### config.mk
export PLATFORM = sky130hd
export DESIGN_NAME = cache_fill_ctrl
export DESIGN_NICKNAME = d
export VERILOG_FILES = /design/src/rtl/cache_fill_ctrl.sv
export SDC_FILE = /design/constraint.sdc
export NUM_CORES = 1
export LEC_CHECK = 0
export ABC_CLOCK_PERIOD_IN_PS = 3000
export BUFFER_PORTS_ARGS = -buffer_cell sky130_fd_sc_hd__buf_2
export CORE_MARGIN = 2
export CORE_UTILIZATION = 48
export DETAILED_ROUTE_END_ITERATION = 8
export PLACE_DENSITY = 0.86
export SLEW_MARGIN = 5
export SYNTH_ARGS = -nofsm -noshare
export SYNTH_HDL_FRONTEND = slang
export SYNTH_SLANG_ARGS = --single-unit
export TNS_END_PERCENT = 100
### constraint.sdc
create_clock -name clk -period 3 [get_ports clk]
set_input_delay 0.3 -clock clk [delete_from_list [all_inputs] [get_ports clk]]
set_output_delay 0.3 -clock clk [all_outputs]
set_load 0.005 [all_outputs]
### src/rtl/cache_fill_ctrl.sv
// cache_fill_ctrl: arbitrates I-miss, D-miss and D-store requests onto one
// pipelined memory port and streams line-fill words back into the owning cache.
//
// Ports:
//   clk, rst                      clock, async active-high reset
//   i_miss, i_addr                I-cache fill request and miss address
//   d_miss, d_wr, d_addr, d_wdata D-cache fill / store request
//   mem_rdata, mem_rvalid         memory read return (in issue order)
//   mem_en, mem_wr, mem_addr,
//   mem_wdata                     memory access issue
//   i_fill_we, d_fill_we,
//   fill_word, fill_data          fill strobes into the cache data arrays
//   i_done, d_done                one-cycle completion pulses
//   busy                          high while not idle
module cache_fill_ctrl #(
    parameter int WORDS_PER_LINE = 8,
    localparam int WW = $clog2(WORDS_PER_LINE)
) (
    input  logic          clk,
    input  logic          rst,
    input  logic          i_miss,
    input  logic [15:0]   i_addr,
    input  logic          d_miss,
    input  logic          d_wr,
    input  logic [15:0]   d_addr,
    input  logic [15:0]   d_wdata,
    input  logic [15:0]   mem_rdata,
    input  logic          mem_rvalid,
    output logic          mem_en,
    output logic          mem_wr,
    output logic [15:0]   mem_addr,
    output logic [15:0]   mem_wdata,
    output logic          i_fill_we,
    output logic          d_fill_we,
    output logic [WW-1:0] fill_word,
    output logic [15:0]   fill_data,
    output logic          i_done,
    output logic          d_done,
    output logic          busy
);

    typedef enum logic [1:0] {
        IDLE,
        WRITE,
        FILL,
        DONE
    } state_t;

    localparam logic [15:0] LINE_MASK =
        ~(16'(2 * WORDS_PER_LINE) - 16'd1);
    localparam logic [WW:0]   ISSUE_END = (WW + 1)'(WORDS_PER_LINE);
    localparam logic [WW-1:0] LAST_WORD = WW'(WORDS_PER_LINE - 1);

    state_t        state;
    logic          owner_i;
    logic [15:0]   base;
    logic [15:0]   wdata;
    // One extra bit so the issue counter can sit at WORDS_PER_LINE when done.
    logic [WW:0]   issue_cnt;
    logic [WW-1:0] recv_cnt;

    logic          issuing;
    logic          fill_hit;
    logic [15:0]   word_off;

    assign issuing  = (state == FILL) && (issue_cnt < ISSUE_END);
    // Returns outside FILL (idle, after the last word) are dropped here.
    assign fill_hit = (state == FILL) && mem_rvalid;
    assign word_off = 16'(issue_cnt[WW-1:0]) << 1;

    always_ff @(posedge clk or posedge rst) begin
        if (rst) begin
            state     <= IDLE;
            owner_i   <= 1'b0;
            base      <= 16'h0000;
            wdata     <= 16'h0000;
            issue_cnt <= '0;
            recv_cnt  <= '0;
        end else begin
            unique case (state)
                IDLE: begin
                    issue_cnt <= '0;
                    recv_cnt  <= '0;
                    if (d_wr) begin
                        state   <= WRITE;
                        owner_i <= 1'b0;
                        base    <= d_addr & 16'hFFFE;
                        wdata   <= d_wdata;
                    end else if (d_miss) begin
                        state   <= FILL;
                        owner_i <= 1'b0;
                        base    <= d_addr & LINE_MASK;
                    end else if (i_miss) begin
                        state   <= FILL;
                        owner_i <= 1'b1;
                        base    <= i_addr & LINE_MASK;
                    end
                end
                WRITE: begin
                    state <= DONE;
                end
                FILL: begin
                    if (issuing) begin
                        issue_cnt <= issue_cnt + 1'b1;
                    end
                    if (mem_rvalid) begin
                        recv_cnt <= recv_cnt + 1'b1;
                        if (recv_cnt == LAST_WORD) begin
                            state <= DONE;
                        end
                    end
                end
                DONE: begin
                    state <= IDLE;
                end
                default: begin
                    state <= IDLE;
                end
            endcase
        end
    end

    always_comb begin
        mem_en    = 1'b0;
        mem_wr    = 1'b0;
        mem_addr  = 16'h0000;
        mem_wdata = 16'h0000;
        if (state == WRITE) begin
            mem_en    = 1'b1;
            mem_wr    = 1'b1;
            mem_addr  = base;
            mem_wdata = wdata;
        end else if (issuing) begin
            mem_en   = 1'b1;
            // OR, not add: word offsets never carry out of the line.
            mem_addr = base | word_off;
        end
    end

    assign i_fill_we = fill_hit & owner_i;
    assign d_fill_we = fill_hit & ~owner_i;
    assign fill_word = fill_hit ? recv_cnt : '0;
    assign fill_data = fill_hit ? mem_rdata : 16'h0000;
    assign i_done    = (state == DONE) & owner_i;
    assign d_done    = (state == DONE) & ~owner_i;
    assign busy      = (state != IDLE);

endmodule
==> impl_metrics.ini <==
[yosys]
synthTopCellsByCount = dfrtp_1, and3_1, nand2_1, mux2_2, and2_1
synth_area_per_cell_um2 = 10.3
syn_inst = 223
synth-edff-count = 0
async_flop_share_pct = 100
yosys-top-cells-area = dfrtp_1, mux2_2, mux2i_1, and3_1, and2_1
yosysWarnings = 0
synth_cell_types = 30
synthesis.area_mm2 = 0.00229
synth_fp_nets = 301
synthDominantCellAreaShare_pct = 44.8
yosys_register_bits = 41
yosysSeqAreaShare_pct = 44.8
synth_ff_type = dfrtp_1
yosysTopAreaCell = dfrtp_1
yosysMostFrequentCell = dfrtp_1

[floorplanning]
die_w_um = 73.0
dieArea_mm2 = 0.00534
rows = 25
die_y_um = 73.0
core_mm2 = 0.00466
top_level_ports = 128
initial_utilization_pct = 49.1

[place]
dp_cells = 385
hpwl_um = 3810
port_buffers = 121
gp_congestion = 0.786

[global_routing]
grt_max_degree = 42
antenna_found_initial = 0
grt_overflow = 0
grt_pass1_wl_um = 8050
grt_pass1_vias = 1915
grt_usage_pct = 19.5

[sta]
rsz0062_at_grt = no
finalSetupTns_ns = 0
max_freq_ghz = 0.417
clock_skew_ns = 0.00414
final_hold_viol_count = 0
holdWs_ns = 0.114
fin_crit_sh_pct = 79.9
setup_viol = 0
drv_slew = 0
slew_headroom_pct = 38.9
worstMarginPinSlew_ns = 0.916
fin_crit_ns = 2.40

[cells_and_area]
fillers = 392
nets = 416
drive_gt1_share_pct = 45.3
syn_to_final_growth_pct = 30.4
utilization_pct = 64.0
antenna_cells = 0
final_cells = 392

[detailed_routing]
wirelength_um = 5090
avgViaCountPerCell = 4.96
ant_nets = 0
drc = 0
drt_iter0_markers = 39
drtPass1Iterations = 4
via_count = 1944
wire_per_inst_um = 13.0

[critical_path]
required_ns = 2.70
rr_startpoint = state[1]
worstSetupStartpointType = register
criticalPathCategory = register to output port
r2r-end = wdata[1]
crit_path_max_fanout = 19
cp_data_arrival_time_ns = 2.10
end_kind = output port
crit_path_start = state[1]
r2r_slack_ns = 1.19
rr_worst_depth = 4

[clocking]
cts_root_buf = clkbuf_8
cts_setup_buffers = 0
clockBufferDepth = 2
insertion_delay_ns = 0.29
cts_hold_buf = 0
post_cts_resized = 0
cts.sinks = 41
cts_buffers = 5
htreeDepth = 2
cts.clk_slew.worst_paths_ns = 0.08
cts_tree = built

[pwr]
ir_drop_v = 0.000609
p_leak_nw = 1.67
cellPowerDensity_mw_per_mm2 = 885

[job]
drv_cap = 0

[worst_hold_path]
hp-class = input pin to asynchronous set/reset pin

[status]
outcome = completed
[worst max-delay path, stage by stage (launching register included)]
cell     delay [ns]
dfrtp_1        0.41
inv_1          0.11
ha_1           0.41
nor2_2         0.60
nor2b_1        0.12
buf_2          0.16
[routing by layer]
layer	up-vias	GRT usage, %	wire length (µm)
met2	80	35.6	2470
met3	5	6.63	466
li1	981	-	-
met4	0	6.79	63
met1	878	20.6	2080
met5	-	0	0
[cells in the final DEF, fill, tap and decap left out]
cell type	instances
a32o_1	5
conb_1	1
mux2_2	18
nor2_2	1
and3_1	19
clkinv_2	1
nor2_1	7
mux2i_1	14
a31oi_1	1
a21oi_1	6
xor2_1	1
a22oi_1	1
a2bb2oi_1	1
buf_2	121
clkbuf_8	5
buf_4	2
nor3_1	1
o31ai_4	1
nor2b_1	14
ha_1	8
o21ai_2	1
dfrtp_1	41
nand2b_1	4
o21ai_0	14
inv_1	10
nand2_2	1
nor2_4	1
nand2_1	19
o22ai_1	1
and2_1	17
bufinv_16	1
[flip-flops by register name, indices dropped and copies added (netlist names)]
signal and cells:
wdata 16, base 15, issue_cnt 4, recv_cnt 3, state 2, owner_i 1
[layout make-up]
cell class,instances,area [µm²],area share [%]
clock buffer,5,68.8,2.31
inverter,10,37.5,1.26
multi-input combinational,157,1130,37.8
clock inverter,2,35.0,1.17
tap,54,67.6,2.26
sequential,41,1030,34.4
timing repair buffer,123,621,20.8
[report_power, final]
group,leakage (nW),internal [mW],switching (mW)
logic,1.11,0.626,0.644
registers,0.505,0.810,0.138
clock network,0.0540,0.242,0.182
total,1.67,1.68,0.963
[cell families after synthesis]
kind of cell	after synthesis	synth area share (%)
and+or+nand+nor	84	20.3
muxes	32	15.0
DFF	41	44.8
other	1	0.164
buffers and inverters	25	5.85
AOI/OAI and AO/OA	31	9.13
xor gates and xnor gates	1	0.383
adders and majority gates	8	4.37
[through the flow]
step | power, mW | setup WS, ns | area [µm²]
6_report | 2.64 | 0.604 | 2980
3_3_place_gp | 2.18 | 0.984 | 2880
4_1_cts | 2.68 | 0.596 | 2980
3_5_place_dp | 2.25 | 0.934 | 2880
2_1_floorplan | 1.82 | 1.39 | 2290
5_1_grt | 2.89 | 0.424 | 2980
[worst max path at each step]
| stage | end | slack, ns |
|---|---|---|
| final | mem_addr[14] | 0.60 |
| after floorplan | mem_addr[10] | 1.39 |
| after CTS | mem_addr[3] | 0.60 |
| after detailed placement | mem_addr[3] | 0.93 |
| after global placement | mem_addr[1] | 0.98 |
| after global routing | mem_addr[2] | 0.42 |
Note: power is estimated with default switching activity, not from simulation.
